File: src/rtl/mux_bist_ctrl.sv
// BIST controller for a combinational 4:1 mux: drives patterns, compacts dut_y into an 8-bit SISR, compares to GOLDEN_SIG.
// Optional macro MUX_BIST_EXHAUSTIVE_EN replaces the LFSR pattern source with a 64-step binary counter.
module mux_bist_ctrl #(
  parameter int unsigned PAT_COUNT  = 63,
  parameter logic [5:0]  SEED       = 6'h01,
  parameter logic [7:0]  GOLDEN_SIG = 8'h00
) (
  input  logic       clk,
  input  logic       rst,
  input  logic       start,
  output logic [3:0] test_i,
  output logic [1:0] test_s,
  input  logic       dut_y,
  output logic       busy,
  output logic       done,
  output logic       pass,
  output logic [7:0] signature
);

  typedef enum logic [1:0] {IDLE, RUN, COMPARE, DONE} state_t;

`ifdef MUX_BIST_EXHAUSTIVE_EN
  localparam logic [5:0] PAT_INIT = '0;
`else
  localparam logic [5:0] PAT_INIT = SEED;
  localparam logic [5:0] LAST_CNT = 6'(PAT_COUNT - 1);
`endif

  state_t     state_q, state_d;
  logic [5:0] src_q, src_d;
  logic [5:0] pat_q, pat_d;
  logic [7:0] sig_q, sig_d;
  logic       busy_q, busy_d;
  logic       done_q, done_d;
  logic       pass_q, pass_d;
  logic [5:0] src_next;
  logic       last_pat;

`ifdef MUX_BIST_EXHAUSTIVE_EN
  assign src_next = src_q + 6'd1;
  assign last_pat = (src_q == 6'h3f);
`else
  logic [5:0] cnt_q, cnt_d;
  assign src_next = {src_q[4:0], src_q[5] ^ src_q[4]};
  assign last_pat = (cnt_q == LAST_CNT);
`endif

  always_comb begin
    state_d = state_q;
    src_d   = src_q;
    sig_d   = sig_q;
    pass_d  = pass_q;
`ifndef MUX_BIST_EXHAUSTIVE_EN
    cnt_d   = cnt_q;
`endif
    case (state_q)
      IDLE, DONE: begin
        if (start) begin
          state_d = RUN;
          src_d   = PAT_INIT;
          sig_d   = '0;
          pass_d  = 1'b0;
`ifndef MUX_BIST_EXHAUSTIVE_EN
          cnt_d   = '0;
`endif
        end
      end
      RUN: begin
        // Response of the pattern currently on the outputs is shifted on this edge.
        sig_d = {sig_q[6:0], sig_q[7] ^ sig_q[3] ^ sig_q[2] ^ sig_q[1] ^ dut_y};
        src_d = src_next;
`ifndef MUX_BIST_EXHAUSTIVE_EN
        cnt_d = cnt_q + 6'd1;
`endif
        if (last_pat) state_d = COMPARE;
      end
      COMPARE: begin
        pass_d  = (sig_q == GOLDEN_SIG);
        state_d = DONE;
      end
      default: state_d = IDLE;
    endcase
    // Outputs are registered from the next state so they line up with the state they describe.
    pat_d  = (state_d == RUN) ? src_d : '0;
    busy_d = (state_d == RUN) || (state_d == COMPARE);
    done_d = (state_d == DONE);
  end

  always_ff @(posedge clk or posedge rst) begin
    if (rst) begin
      state_q <= IDLE;
      src_q   <= PAT_INIT;
      pat_q   <= '0;
      sig_q   <= '0;
      busy_q  <= 1'b0;
      done_q  <= 1'b0;
      pass_q  <= 1'b0;
`ifndef MUX_BIST_EXHAUSTIVE_EN
      cnt_q   <= '0;
`endif
    end else begin
      state_q <= state_d;
      src_q   <= src_d;
      pat_q   <= pat_d;
      sig_q   <= sig_d;
      busy_q  <= busy_d;
      done_q  <= done_d;
      pass_q  <= pass_d;
`ifndef MUX_BIST_EXHAUSTIVE_EN
      cnt_q   <= cnt_d;
`endif
    end
  end

  assign test_s    = pat_q[5:4];
  assign test_i    = pat_q[3:0];
  assign busy      = busy_q;
  assign done      = done_q;
  assign pass      = pass_q;
  assign signature = sig_q;

endmodule

File: config.mk
export PLATFORM = sky130hd
export DESIGN_NAME = mux_bist_ctrl
export DESIGN_NICKNAME = d
export VERILOG_FILES = /design/src/rtl/mux_bist_ctrl.sv
export SDC_FILE = /design/constraint.sdc
export NUM_CORES = 1
export LEC_CHECK = 0
export CAP_MARGIN = 20
export CORE_MARGIN = 3
export CORE_UTILIZATION = 39
export CTS_CLUSTER_SIZE = 28
export DETAILED_ROUTE_END_ITERATION = 8
export HOLD_SLACK_MARGIN = 0.1
export PLACE_DENSITY = 0.7
export SLEW_MARGIN = 20
export SYNTH_ARGS = -nofsm -noshare
export SYNTH_HDL_FRONTEND = slang
export SYNTH_SLANG_ARGS = --single-unit
File: constraint.sdc
create_clock -name clk -period 2.5 [get_ports clk]
set_input_delay 0.5 -clock clk [delete_from_list [all_inputs] [get_ports clk]]
set_output_delay 0.5 -clock clk [all_outputs]
set_load 0.05 [all_outputs]
# After elaboration in Yosys (flattened, before gate mapping)
# Index checks and enable logic that the tools add are counted.
# classes
n_eq_ne	8
n_addsub	1
bitwise_logic	5
muxes	12
n_reduce_logical	8
# op_table
cell	count
$pmux 6 s2	2
$mux 6	3
$pmux 8 s2	1
$eq 2x2->1 const B	4
$logic_not 8->1	1
$mux 8	1
$add 6x1->6 const B	1
$eq 6x6->1 const B	1
$pmux 2 s3	1
$xor 1x1->1	5
$eq 2x1->1 const B	2
$mux 2	2
$reduce_and 2->1	2
$reduce_bool 2->1	2
$logic_not 2->1	1
$ne 2x2->1 const B	1
$pmux 1 s2	1
$reduce_or 2->1	1
$logic_or 1x1->1	1
$mux 1	1
# totals
out_inout_bits	17
register_bits	31
wordCells	42
inputBits	4

# Depth between registers and ports, before layout
# logic_depth
ltp_word	5
ltp_mapped	9
ltp_nobuf	9

# Least setup slack after synthesis
# Ideal clock, no wire load.
# synth_timing
path_type	reg2reg
start	register state_q[1]
end	register pat_q[0]
setup_ns	0.077
stages_incl_launch_ff	10
synth_period_minus_slack_ns	1.818
required_ns	2.423
slack_ns	0.682
n_path_buf	2
arrival_time_ns	1.740
path_cell_list	dfrtp_1 -> inv_1 -> ha_1 -> buf_2 -> buf_2 -> nand3_1 -> a22oi_1 -> ha_1 -> o21ai_0 -> a21oi_1
# synth_between
elab_chain_cells	5
word_cells_on_any_way	11
classes_between	4 x eq/ne; 5 x mux; 2 x reduce/logical
# synth_rtl
element	line	source
from (decl)	29	state_t state_q, state_d;
from (signal assigned)	102	state_q <= state_d;
$eq 2x2->1 or $logic_not 2->1 (tied branches)	56	case (state_q)
$reduce_or 2->1	56	
$pmux 2 s3 (*)	56	
net state_d[0]	29	
$eq 2x1->1 (*)	84	pat_d = (state_d == RUN) ? src_d : '0;
$mux 6 (*)	84	
net pat_d[0]	31	logic [5:0] pat_q, pat_d;
to (signal assigned)	104	pat_q <= pat_d;
to (decl)	31	
# Mark *: on every way through the listed nets, which the timed path passes. The rest lies on a longest branch.
# A chain may end at the register's enable or synchronous reset.

# Worst setup path in the final report
# layout_timing
start	register sig_q[3], in the netlist signature[3]
end	output port signature[3]
# layout_rtl
element	line	source
from (decl)	32	logic [7:0] sig_q, sig_d;
from (signal assigned)	105	sig_q <= sig_d;
to (decl)	17	output logic [7:0] signature
# No word-level cell between the ends.

==> summary.txt <==
Worst hold start: pass
Synth top area cells: dfrtp_1, ha_1, a22o_1
First-pass GRT wire length: 4800 um
Met2 Use GR: 21.8%
Clock buffer depth: 2
Post-CTS resize count: 0
Row count: 21
RSZ-0062 raised after global routing: false
Via density: 5.39
Ys async rst share: 100%
R2R Path End: pat_q[0]
Maximum fanout along the worst path: 7
Hold path depth: 2
Max incr delay on CP: 850 ps
PD cells: 1130 mW/mm^2
Final WL: 2800 um
Yosys cell types: 33
Io pins: 21
Register area share after synthesis: 53.5%
Max transition margin: 64.3%
Postcts setup bufs: 0
Type of the most critical hold path: register to register
Routed WL per cell: 13.6 um
Final Hold Viols: 0
Post-DP HPWL: 1970 um
Root buffer cell: clkbuf_8
Endpoint, Worst Hold: pass
Startpoint Class: register
WP buf/inv: 1
Gr usage total: 14.5%
Ys Warns: 0
Top cell type's share of synthesized area: 51.7%
Minimum clock period: 2100 ps
DIE HEIGHT: 67.0 um
Met1 Usage GRT: 18.1%
Cell Chain, Critical Path: clkdlybuf4s50_1
Initial Utilization: 41.8%
Max-Cap Viols: 0
Post-synthesis area per instance: 11.1 um^2
Worst-Margin Slew: 534 ps
Total clock sinks: 31
Vias in the first global route: 1,055
Worst vdd ir: 407 uV
Grt peak-use layer: met2
Status: completed
Cts bufs inserted: 5
Vias: 1,105
Die area: 0.00449 mm^2
Crit Path Category: register to primary output
Post-synthesis register bit count: 31
Chip width: 67.0 um
Net Count, Synth: 141
Number of diodes: 0
Most frequent cell after synthesis: dfrtp_1
R2r setup slk: 540 ps
Routed Antenna Nets: 0
Core Area: 0.00347 mm^2
Clock Latency Late Sink: 280 ps
Clock transition at the registers of the reported paths: 60 ps
Commonest cells in the netlist: dfrtp_1, o21ai_0, inv_1, nand2_1, nor2_1
Fmax: 476 MHz
CTS tree: done
Max-slew violations: 0
Area Overhead vs Synth: 24.7%
Leak Pwr: 0.789 nW
Clock Skew: 6.19 ps
CTS Hold Buffers Added: 0
Total gr overflow: 0
WP data arrival: 1600 ps
Yosys top cell by area: dfrtp_1
Met3 Usage GRT: 5.40%
Final Net Count: 168
Final setup margin: 398 ps
Largest net degree at the start of global routing: 32
Setup TNS: 0 ps
Max stage delay cell, worst path: clkdlybuf4s50_1
Antenna violations before repair: 0
Crit path max-delay family: buffers and inverters
Layout cells sized above 1: 8.81%
Synthesized instance count: 131
Worst R2R Path Depth: 9
# setup viols final: 0
Drt drc: 0
Ys flop type: dfrtp_1
Worst r2r src: state_q[0]
Post-synth EDFFs: 0
Depth of the CTS H-tree: 2
Dpl ws: 266 ps
TritonRoute pass-1 iters: 4
1st-iter DRT viols: 70
Post-Syn Area: 0.00145 mm^2
Worst path required time: 2000 ps
Port bufs: 20
Setup crit end kind: primary output
Worst path depth: 1
Tcrit/Tclk final: 84.1%
GPL Wtd Cong: 0.784
[final cells by class]
class	count	area, um^2
Tap cell	46	57.6
Multi-Input combinational cell	87	622
Timing Repair Buffer	26	245
Clock inverter	1	5.00
Inverter	7	26.3
Fill cell	319	1660
Sequential cell	31	777
Clock buffer	7	76.3
[power by group]
group | internal [W] | switching, W
Clock | 0.000195 | 0.000173
Combinational | 0.000360 | 0.000521
Sequential | 0.000659 | 0.000131
Total | 0.00121 | 0.000826
[layout by cell type, fill, tap and decap left out, drive strengths merged]
master / netlist / final
ha: 6 / 6
a32o: 5 / 5
o31ai: 1 / 1
a21oi: 5 / 5
nor2: 7 / 7
clkdlybuf4s50: 0 / 20
o22ai: 1 / 1
nand2: 7 / 7
a2bb2oi: 1 / 1
xnor2: 5 / 5
nor3: 2 / 2
a32oi: 4 / 4
xor2: 1 / 1
a22oi: 2 / 2
buf: 3 / 6
nand4b: 1 / 1
dfrtp: 30 / 30
clkinv: 0 / 1
nor4: 1 / 1
a22o: 6 / 6
and2: 5 / 5
clkbuf: 3 / 7
and3: 1 / 1
a41o: 1 / 1
nand3: 3 / 3
dfstp: 1 / 1
o21a: 2 / 2
o21ai: 10 / 10
or3: 1 / 1
mux2i: 6 / 6
nor2b: 1 / 1
nand4: 1 / 1
nand2b: 1 / 1
inv: 7 / 7
[sequential cells by signal, summed over array words and instances (netlist names)]
| register | count |
|---|---|
| signature | 8 |
| src_q | 6 |
| cnt_q | 6 |
| pass | 1 |
| state_q | 2 |
| done | 1 |
| busy | 1 |
| pat_q | 6 |
[worst register-to-register path, delay by kind of cell, from the launching register on]
kind                       cells  cell delay [ps]
DFF                            1              370
adders and majority gates      2              650
AOI/OAI and AO/OA              4              490
and+or+nand+nor                1              100
buffers and inverters          2              270
[routing by layer]
layer  vias to the layer above  wire length (um)
met5                         -                 0
met4                         0                35
met3                         5               139
met2                        29              1320
met1                       543              1310
li1                        528                 -
[stage by stage]
stage	util, %	total power [W]	hold slack (ps)	std cells	cell area (um^2)
floorplan	-	0.00141	482	131	1450
global placement	49.8	0.00168	476	197	1730
detailed placement	49.8	0.00169	494	197	1730
CTS	52.2	0.00207	507	205	1810
global route	52.2	0.00215	539	205	1810
finish	52.2	0.00204	508	205	1810
[logic make-up (layout without fill, tap and decap cells)]
kind of cell	Yosys count	count (layout)	share of synthesized area, %
AO/OA/AOI/OAI	38	38	19.0
XOR/XNOR	6	6	3.62
adder cells (fa/ha/maj)	6	6	5.17
buffers and inverters	13	41	3.62
flip-flops	31	31	53.5
multiplexers	6	6	4.40
AND/OR/NAND/NOR	31	31	10.7
[worst max path at each step]
stage                 start           end  slack (ps)
2_1_floorplan    state_q[1]      pat_q[0]         680
3_3_place_gp          start      pat_q[2]         290
3_5_place_dp          start      pat_q[4]         270
4_1_cts        signature[3]  signature[3]         390
5_1_grt        signature[3]  signature[3]         330
6_report       signature[3]  signature[3]         400
(Power assumes the default switching activity.)
